## src/rtl/ps2_key_event_decoder.sv

```systemverilog
// Set-2 scan-code stream to key-event decoder with typematic suppression
// and a first-word-fall-through event FIFO toward the note mapper.
module ps2_key_event_decoder #(
    parameter int DEPTH           = 4,
    parameter bit SUPPRESS_REPEAT = 1'b1
) (
    input  logic                   clk_i,
    input  logic                   rst_i,
    input  logic [7:0]             scan_code_i,
    input  logic                   scan_valid_i,
    output logic [7:0]             evt_code_o,
    output logic                   evt_ext_o,
    output logic                   evt_break_o,
    output logic                   evt_valid_o,
    input  logic                   evt_ready_i,
    output logic [$clog2(DEPTH):0] fifo_count_o,
    output logic                   overflow_o
);

    localparam int AW = $clog2(DEPTH);

    typedef enum logic [2:0] {IDLE, GOT_E0, GOT_F0, GOT_E0F0, SKIP} stateT;

    stateT        state_q, state_d;
    logic [2:0]   skipCnt_q, skipCnt_d;
    logic [255:0] held_q, held_d;
    logic [9:0]   mem_q [DEPTH];
    logic [AW-1:0] rdPtr_q, wrPtr_q, rdNext;
    logic [AW:0]  count_q, count_d;
    logic [9:0]   head_q, head_d;
    logic         overflow_q;

    logic       isCtrl, evtCand, evtGen, evtExt, evtBrk, tracked;
    logic       push, pop, full;
    logic [7:0] heldIdx;
    logic [9:0] pushEntry;

    always_comb begin
        state_d   = state_q;
        skipCnt_d = skipCnt_q;
        held_d    = held_q;
        evtCand   = 1'b0;
        evtGen    = 1'b0;
        evtExt    = 1'b0;
        evtBrk    = 1'b0;
        isCtrl    = scan_code_i inside {8'h00, 8'hAA, 8'hEE, 8'hFA, 8'hFC, 8'hFE, 8'hFF};
        tracked   = ~scan_code_i[7];

        if (scan_valid_i) begin
            if (state_q == SKIP) begin
                skipCnt_d = skipCnt_q - 3'd1;
                if (skipCnt_q == 3'd1) state_d = IDLE;
            end else if (scan_code_i == 8'hE1) begin
                state_d   = SKIP;
                skipCnt_d = 3'd7;
            end else if (scan_code_i == 8'hE0) begin
                state_d = GOT_E0;
            end else if (scan_code_i == 8'hF0) begin
                state_d = (state_q == GOT_E0) ? GOT_E0F0 : GOT_F0;
            end else if (isCtrl) begin
                state_d = IDLE;
            end else begin
                state_d = IDLE;
                evtCand = 1'b1;
                evtExt  = (state_q == GOT_E0) || (state_q == GOT_E0F0);
                evtBrk  = (state_q == GOT_F0) || (state_q == GOT_E0F0);
            end
        end

        heldIdx = {evtExt, scan_code_i[6:0]};
        // Held bits move with the generated event, independent of FIFO space.
        if (evtCand) begin
            if (evtBrk) begin
                evtGen = 1'b1;
                if (tracked) held_d[heldIdx] = 1'b0;
            end else if (!(SUPPRESS_REPEAT && tracked && held_q[heldIdx])) begin
                evtGen = 1'b1;
                if (tracked) held_d[heldIdx] = 1'b1;
            end
        end
    end

    always_comb begin
        pushEntry = {evtExt, evtBrk, scan_code_i};
        full      = (count_q == (AW+1)'(DEPTH));
        pop       = (count_q != '0) && evt_ready_i;
        push      = evtGen && (!full || pop);
        rdNext    = rdPtr_q + AW'(1);
        count_d   = count_q + (AW+1)'(push) - (AW+1)'(pop);
        head_d    = head_q;
        // The head register tracks whatever entry sits at the read pointer next cycle.
        if (push && ((count_q == '0) || ((count_q == (AW+1)'(1)) && pop)))
            head_d = pushEntry;
        else if (pop && (count_q > (AW+1)'(1)))
            head_d = mem_q[rdNext];
    end

    always_ff @(posedge clk_i) begin
        if (rst_i) begin
            state_q    <= IDLE;
            skipCnt_q  <= 3'd0;
            held_q     <= '0;
            rdPtr_q    <= '0;
            wrPtr_q    <= '0;
            count_q    <= '0;
            head_q     <= '0;
            overflow_q <= 1'b0;
        end else begin
            state_q   <= state_d;
            skipCnt_q <= skipCnt_d;
            held_q    <= held_d;
            count_q   <= count_d;
            head_q    <= head_d;
            if (push) wrPtr_q <= wrPtr_q + AW'(1);
            if (pop)  rdPtr_q <= rdNext;
            if (evtGen && !push) overflow_q <= 1'b1;
        end
    end

    always_ff @(posedge clk_i) begin
        if (push) mem_q[wrPtr_q] <= pushEntry;
    end

    assign evt_ext_o    = head_q[9];
    assign evt_break_o  = head_q[8];
    assign evt_code_o   = head_q[7:0];
    assign evt_valid_o  = (count_q != '0);
    assign fifo_count_o = count_q;
    assign overflow_o   = overflow_q;

endmodule

```

## config.mk

```make
export PLATFORM = sky130hd
export DESIGN_NAME = ps2_key_event_decoder
export DESIGN_NICKNAME = d
export VERILOG_FILES = /design/src/rtl/ps2_key_event_decoder.sv
export SDC_FILE = /design/constraint.sdc
export NUM_CORES = 1
export LEC_CHECK = 0
export ABC_AREA = 1
export CAP_MARGIN = 20
export CORE_ASPECT_RATIO = 1.4
export CORE_MARGIN = 2
export CORE_UTILIZATION = 45
export CTS_BUF_LIST = sky130_fd_sc_hd__clkbuf_16
export DETAILED_ROUTE_END_ITERATION = 16
export GPL_TIMING_DRIVEN = 1
export MAX_ROUTING_LAYER = met4
export PLACE_DENSITY = 0.57
export SKIP_CTS_REPAIR_TIMING = 1
export SYNTH_ARGS = -nofsm -noshare
export SYNTH_HDL_FRONTEND = slang
export SYNTH_SLANG_ARGS = --single-unit
```

## constraint.sdc

```tcl
create_clock -name clk_i -period 9.7 [get_ports clk_i]
set_clock_uncertainty 0.05 [all_clocks]
set_input_delay 2.91 -clock clk_i [delete_from_list [all_inputs] [get_ports clk_i]]
set_output_delay 2.91 -clock clk_i [all_outputs]
set_load 0.05 [all_outputs]
```

# Word level (Yosys, flattened, before mapping)

Memory sizes are Yosys's and may differ from the RTL's.
Cells that the tools add are included.

Flip-flop bits (word level): 280
Bits in writable memories: 40
Input port bits: 12
Output and inout bits: 15
Memories kept: 1

Memories:

| memory | depth | width | rd ports | clocked after Yosys merged registers in | wr ports | RTL line | source |
|---|---|---|---|---|---|---|---|
| mem_q  | 4     | 10    | 1        | 0                                       | 1        | 27       | `logic [9:0] mem_q [DEPTH];` |

Add/sub/neg operators: 5
Order comparisons: 3
Equality and inequality tests: 20
Mux-type cells: 41
Bitwise gates (word level): 4
Reductions and logical operators: 23

Operators with widths:

| cell                  | count |
|---|---|
| $mux W256             | 4 |
| $and A256 B256 Y256   | 1 |
| $not A256 Y256        | 1 |
| $or A256 B256 Y256    | 1 |
| $eq A8 B8 Y1 const B  | 9 |
| $mux W1               | 26 |
| $mux W10              | 2 |
| $mux W3               | 5 |
| $eq A3 B1 Y1 const B  | 3 |
| $lt A8 B9 Y1 const B  | 1 |
| $bmux W1 S8           | 1 |
| $demux W1 S8          | 1 |
| $ge A8 B1 Y1 const B  | 1 |
| $logic_and A1 B1 Y1   | 8 |
| $logic_not A8 Y1      | 1 |
| $reduce_bool A7 Y1    | 1 |
| $eq A3 B2 Y1 const B  | 2 |
| $eq A3 B3 Y1 const B  | 2 |
| $add A2 B1 Y2 const B | 2 |
| $logic_or A1 B1 Y1    | 4 |
| $mux W2               | 2 |
| $ne A2 B1 Y1 const B  | 2 |
| $ne A2 B2 Y1 const B  | 2 |
| $reduce_and A2 Y1     | 2 |
| other kinds (10)      | 12 |

# Logic depth before layout (Yosys ltp)

Gate-level depths: netlist of run 1.

Depth in word-level cells: 17
Mapped depth: 26
Mapped depth without buffers: 23

# Worst setup path after synthesis of run 1

No wires, ideal clock.

Path kind: input to register
Start point: input scan_code_i[0]
End point: register count_q[2] (netlist: fifo_count_o[2])
Data arrival time: 5746 ps
Required time: 9522 ps
Path slack: 3776 ps
Stages on the path: 22
Cell sequence: buf_4 -> inv_2 -> buf_6 -> buf_2 -> o21ai_1 -> o22ai_1 -> nor2_1 -> nand2_1 -> nor2_1 -> nand3_1 -> buf_2 -> nand2_1 -> inv_1 -> a21oi_1 -> nand2_1 -> ha_1 -> inv_1 -> ha_1 -> inv_1 -> fa_1 -> xnor2_1 -> nor2_1

Longest elaborated chain between the ends: 17

Ends and longest elaborated chain:

| element                                          | RTL line | source |
|---|---|---|
| from (decl)                                      | 9        | `input logic [7:0] scan_code_i,` |
| $eq A8 B8 Y1 or $logic_not A8 Y1 (tied branches) | 46       | `isCtrl = scan_code_i inside {8'h00, 8'hAA, 8'hEE, 8'hFA, 8'hFC, 8'hFE, 8'hFF};` |
| $reduce_bool A7 Y1                               | 46       |  |
| $mux W1                                          | 60       | `end else if (isCtrl) begin` |
| $mux W1                                          | 58       | `end else if (scan_code_i == 8'hF0) begin` |
| $mux W1                                          | 56       | `end else if (scan_code_i == 8'hE0) begin` |
| $mux W1                                          | 53       | `end else if (scan_code_i == 8'hE1) begin` |
| $mux W1                                          | 50       | `if (state_q == SKIP) begin` |
| $mux W1                                          | 49       | `if (scan_valid_i) begin` |
| $bmux W1 S8                                      | 76       | `end else if (!(SUPPRESS_REPEAT && tracked && held_q[heldIdx])) begin` |
| $mux W1 (implied by the code)                    | 76       |  |
| $logic_and A1 B1 Y1                              | 76       |  |
| $mux W1                                          | 76       |  |
| $mux W1                                          | 73       | `if (evtBrk) begin` |
| $mux W1 (*)                                      | 72       | `if (evtCand) begin` |
| $logic_and A1 B1 Y1 (*)                          | 87       | `push = evtGen && (!full \|\| pop);` |
| $add A3 B1 Y3 (*)                                | 89       | `count_d = count_q + (AW+1)'(push) - (AW+1)'(pop);` |
| $sub A3 B1 Y3 (*)                                | 89       |  |
| to (signal assigned)                             | 112      | `count_q <= count_d;` |
| to (decl)                                        | 29       | `logic [AW:0] count_q, count_d;` |

Mark *: on every way between the ends. The rest lies on a longest branch, timed or not. The select of a mux whose other input is x is not followed.
A chain may end at the register's enable or synchronous reset.

==> results of run 1 <==
## layout make-up
class / count / area, µm²
repair buffers: 61 / 656
multi-input cells: 2016 / 9140
flip-flops and latches: 320 / 6810
well taps: 522 / 653
clock inverters: 26 / 146
inverters: 212 / 801
fillers: 4061 / 19500
clock buffers: 37 / 926
## through the flow
step	hold slack, ns	cells	area [µm²]	total power (W)
after floorplan	0.353	2775	17700	0.00187
after global placement	0.362	3127	17900	0.00206
after detailed placement	0.366	3127	17900	0.00206
after CTS	0.376	3190	19000	0.00335
after global routing	0.402	3194	19100	0.00346
final	0.376	3194	19100	0.00333
## cells by family (layout without fill, tap and decap cells)
| group | Yosys count | count (layout) | synth area share [%] |
|---|---|---|---|
| buf+inv | 439 | 336 | 9.94 |
| fa+ha+maj | 11 | 11 | 0.822 |
| simple gates | 1577 | 1577 | 38.2 |
| flops | 320 | 320 | 38.5 |
| xor+xnor | 2 | 2 | 0.0992 |
| compound gates | 426 | 426 | 12.4 |
## cell usage in the layout, fill, tap and decap left out, drive strengths merged, types with 11 or more instances in the layout
cell type / count
nor3: 58
o21ai: 180
nand2: 649
nand3: 203
a21oi: 221
nor2: 494
buf: 38
dfxtp: 280
clkdlybuf4s50: 23
nand4: 170
inv: 213
clkbuf: 37
clkinv: 20
o211ai: 11
edfxtp: 40
## critical path, delay by kind of cell
| family | cells | cell delay, ns |
|---|---|---|
| AOI/OAI and AO/OA | 2 | 0.22 |
| buffers and inverters | 4 | 1.80 |
| and+or+nand+nor | 11 | 2.58 |
## power by group through the flow
stage	Sequential (W)	Clock (W)	Combinational, W
after floorplan	0.00148	0	0.000384
after global placement	0.00144	0	0.000619
after detailed placement	0.00144	0	0.000620
after CTS	0.00141	0.00132	0.000622
after global routing	0.00141	0.00137	0.000684
final	0.00141	0.00130	0.000625
## synth_stat cells (2+ instances only)
cell        n
o21ai_0    96
ha_1       10
nand2_2     4
nand4_1   170
nor2_4      2
clkinv_1    4
dfxtp_1   280
nor2_1    490
inv_1     202
nand2_1   644
inv_2       6
o22ai_1     2
o21ai_1    84
buf_6       2
nand3_2     6
nor3_1     58
clkbuf_1  128
buf_4       3
buf_1      29
or2_2       2
a21oi_1   221
a211oi_1    2
edfxtp_1   40
nor2_2      2
o211ai_1   11
o21bai_1    7
nand3_1   197
buf_2      65
## worst paths after layout
check / from / to / slack [ns] / cells past startpoint
worst max register to register: flop / flop / 5.94 / 19
worst min register to register: flop / flop / 0.38 / 2
worst max-delay path: scan_code_i[2] / flop / 2.23 / 17
worst min-delay path: flop / flop / 0.38 / 2
## layer usage
| layer | vias to the layer above | global-route usage [%] |
|---|---|---|
| li1 | 8823 | - |
| met1 | 8536 | 36.8 |
| met2 | 551 | 48.9 |
| met3 | 125 | 3.81 |
| met4 | 0 | 12.5 |
| met5 | - | - |
==> impl_metrics.toml, run 1 <==
[route]
num_vias = 18000
viasPerCell = 5.65
wl_per_cell_um = 18.7
routed_wl_um = 59700
drt-met1-wl_um = 25500
drtIter0Drc = 1665
highest_layer = "met4"
dr.pass1.iters = 5
wl_met2_um = 28700
routed-wl-met3_um = 3130
drc_errors = 0
ant_nets = 0

[worst_setup_path]
critPathMaxFanout = 129
crit_chain = "clkdlybuf4s50_1 -> inv_1 -> nand2_1 -> inv_2 -> nand2_1 -> nor2_1 -> nor3_1 -> nand3_2 -> nor2_2 -> nand2_1 -> nand2_1 -> nor2_4 -> nand2_8 -> buf_4 -> nand3_1 -> o21ai_1 -> a21oi_1"
arrival_ns = 7.83
crit_required_ns = 10.06
slowest_delay_ns = 0.80
cpMostUsedCell = "nand2_1"
worstSetupEndpointType = "flop"
cp-start-kind = "primary input"
crit_type = "in2reg"
slowest_stage = "buf_4"

[place]
gp_congestion = 0.839
dp_hpwl_um = 33700
dp_slack_ns = 1.88
io_buffers = 26

[cells_and_area]
n_antenna_cell = 0
syn_to_final_growth_pct = 8.27
nNetsFinal = 2670
final_util_pct = 49.5
drive_above_1_share_pct = 4.30

[timing]
fin_ws_ns = 2.23
finalSetupTns_ns = 0
setup_violations = 0
fmax_mhz = 134
hold_viol_final = 0
period_needed_ns = 7.47
tightest_slew_ns = 1.15
maxSlewHeadroom_pct = 23.2
rsz0062_at_grt = "false"
post-route-period-util_pct = 77.0
drv_slew = 0

[die]
die_area_mm2 = 0.0409
core_area_mm2 = 0.0386
dieWidth_um = 171
io_pins = 27
die_h_um = 238
initial_core_util_pct = 45.8
rows = 85

[synthesis]
synth_cells = 2775
synthesis.area_mm2 = 0.0177
synth.ff_latch_count = 320
synth_top_area_share_pct = 31.7
ys_dominant_reg_cell = "dfxtp_1"
yosysSeqAreaShare_pct = 38.5
yosys-top-cells-area = "dfxtp_1 (32%), nand2_1 (14%), nor2_1 (10%)"
synthesis.nets = 2798
yosysWarnings = 0
synth_edf_count = 40
async_reset_ff_share_pct = 0
ys_types = 36
avgSynthCellArea_um2 = 6.37
netlist.top_cell.by_area = "dfxtp_1"

[global_routing]
grt_start_max_net_pins = 170
grt_pass1_vias = 16900
grt_use_total_pct = 29.8
overflow = 0
antenna_found_initial = 0
grt_pass1_wl_um = 93600

[pwr]
switching_share_pct = 32.3
leakagePower_nw = 6.98
p_comb_share_pct = 18.8
clockPowerShare_pct = 39.0
power.switching_w = 0.00107
vdd_drop_max_uv = 138
p_per_area_mw_per_mm2 = 174
seqPwrFrac_pct = 42.2
p_int_w = 0.00225

[clock_tree]
cts_tree = "yes"
ctsHtreeMaxLevel = 2
clk-insertion-delay-late_ns = 0.54
clk_pin_slew_ns = 0.06
cts-root-buf = "clkbuf_16"
clockBufferDepth = 3
cts_buffers = 36
cts.sinks = 320

[flow_run]
drv_cap = 0

[status]
status = "finished, final reports clean"

[hold_path]
holdCritPathClass = "reg2reg"
Power figures use the tool's default switching activity.
==> run 2: changes to the inputs <==
--- a/config.mk
+++ b/config.mk
@@ -14,7 +14,7 @@
 export DETAILED_ROUTE_END_ITERATION = 16
 export GPL_TIMING_DRIVEN = 1
 export MAX_ROUTING_LAYER = met4
-export PLACE_DENSITY = 0.57
+export PLACE_DENSITY = 0.59
 export SKIP_CTS_REPAIR_TIMING = 1
 export SYNTH_ARGS = -nofsm -noshare
 export SYNTH_HDL_FRONTEND = slang
==> constraint.sdc (replaced) <==
create_clock -name clk_i -period 6.2 [get_ports clk_i]
set_clock_uncertainty 0.05 [all_clocks]
set_input_delay 1.86 -clock clk_i [delete_from_list [all_inputs] [get_ports clk_i]]
set_output_delay 1.86 -clock clk_i [all_outputs]
set_load 0.05 [all_outputs]
==> run 2 against run 1 <==
Sequential share of layout area is 0.47 points lower. Combinational power is 62% higher. First-iteration DRC count is 2.0% higher. Clock power is 63% higher. Critical path depth is 4 higher. Utilization is 0.66 points higher. Power is 60% higher. Non-clock buffer count is 20 higher.
==> impl_metrics.toml, run 2 (synthesized netlist as in run 1, its figures left out) <==
[pwr]
vdd_drop_max_uv = 150
fin_total_pwr_w = 0.00533
p_per_area_mw_per_mm2 = 275
leakagePower_nw = 7.13

[worst_setup_path]
worstSetupEndpointType = "flop"
crit_family = "simple AND/OR/NAND/NOR gates"
slowest_stage = "clkdlybuf4s50_1"
r2r_cells = 16
cp_num_cells = 21
worstPathBufferInverterCount = 5
cpMostUsedCell = "inv_1"
cp-start-kind = "primary input"
crit_required_ns = 6.54
crit_type = "in2reg"
slowest_delay_ns = 0.63
crit_chain = "clkdlybuf4s50_1 -> inv_1 -> nand2_2 -> inv_1 -> nand3_1 -> nor2_1 -> nor3_1 -> nand3_2 -> nor2_2 -> nand2_1 -> nand2_1 -> nor2_4 -> a21oi_1 -> nand2_1 -> ha_1 -> inv_1 -> ha_1 -> inv_1 -> fa_1 -> xnor2_1 -> nor2_1"
arrival_ns = 5.58
critPathMaxFanout = 8

[global_routing]
use_met2_pct = 48.9
top_usage_layer = "met2"
grt_use_total_pct = 29.6
antenna_found_initial = 0
overflow = 0
grt_use_met3_pct = 3.28
grt_pass1_vias = 16900
grt_pass1_wl_um = 93300
grt_start_max_net_pins = 231
use_met1_pct = 37.0

[cells_and_area]
syn_to_final_growth_pct = 9.72
layout_commonest_cell = "nand2_1"
final_cell_mix = "nand2_1 (644), nor2_1 (487), dfxtp_1 (280)"
drive_above_1_share_pct = 5.27
nNetsFinal = 2690
n_antenna_cell = 0

[route]
ant_nets = 0
routed_wl_um = 58800
wl_per_cell_um = 18.3
drtIter0Drc = 1699
drc_errors = 0
num_vias = 18200
viasPerCell = 5.66
dr.pass1.iters = 6

[die]
core_area_mm2 = 0.0386
dieWidth_um = 171
io_pins = 27
die_h_um = 238
die_area_mm2 = 0.0409
rows = 85
initial_core_util_pct = 45.8

[timing]
hold_viol_final = 0
post-route-period-util_pct = 84.5
period_needed_ns = 5.24
rsz0062_at_grt = "false"
setup_violations = 0
tightest_slew_ns = 1.41
maxSlewHeadroom_pct = 6.33
finalSetupTns_ns = 0
fmax_mhz = 191
drv_slew = 0

[clock_tree]
clk-insertion-delay-late_ns = 0.54
cts-root-buf = "clkbuf_16"
ctsHtreeMaxLevel = 2
cts_tree = "yes"
cts.sinks = 320
clk_pin_slew_ns = 0.06
cts_buffers = 36
clockBufferDepth = 3

[hold_path]
holdCritPathClass = "reg2reg"
min_path_cells = 2

[place]
io_buffers = 26
gp_congestion = 0.901
dp_hpwl_um = 34200

[status]
status = "finished, final reports clean"

[flow_run]
drv_cap = 0
-- run 2: tightest hold or removal path: cells and delay by family (launching register included) --
family / cells / cell delay (ns)
flip-flops: 1 / 0.31
buffers and inverters: 1 / 0.05
AND/OR/NAND/NOR: 1 / 0.03
-- run 2: per-layer routing --
layer / share of wire (%) / wire length (µm) / up-vias
met1: 42 / 24500 / 8606
met4: 3.4 / 2010 / 0
met2: 49 / 28700 / 621
met3: 6.2 / 3630 / 112
met5: 0 / 0 / -
li1: - / - / 8864
-- run 2: path summary, 6_finish.rpt --
path	start	to	slack [ns]
max reg2reg	state_q[0]	fifo_count_o[2]	3.09
max	scan_code_i[4]	fifo_count_o[2]	0.96
min	flop	flop	0.38
min reg2reg	flop	flop	0.38
-- run 2: cell type report --
class / instances / area, µm²
clock inverters: 26 / 205
flip-flops and latches: 320 / 6810
multi-input cells: 2016 / 9140
inverters: 212 / 801
fillers: 3946 / 19200
clock buffers: 37 / 926
well taps: 522 / 653
repair buffers: 81 / 853
-- run 2: power breakdown --
group | switching (W) | internal, W
Combinational | 0.000728 | 0.000279
Clock | 0.000908 | 0.00121
Sequential | 0.0000545 | 0.00215
Total | 0.00169 | 0.00364
-- run 2: per-stage QoR --
| step | hold slack [ns] | cell area (µm²) | util, % | std cells | setup slack, ns |
|---|---|---|---|---|---|
| 2_1_floorplan | 0.353 | 17700 | - | 2775 | 1.33 |
| 3_3_place_gp | 0.361 | 18200 | 47.1 | 3149 | 0.569 |
| 3_5_place_dp | 0.370 | 18200 | 47.1 | 3149 | 0.528 |
| 4_1_cts | 0.382 | 19300 | 50.1 | 3212 | 1.07 |
| 5_1_grt | 0.401 | 19400 | 50.2 | 3214 | 0.705 |
| 6_report | 0.383 | 19400 | 50.2 | 3214 | 0.959 |
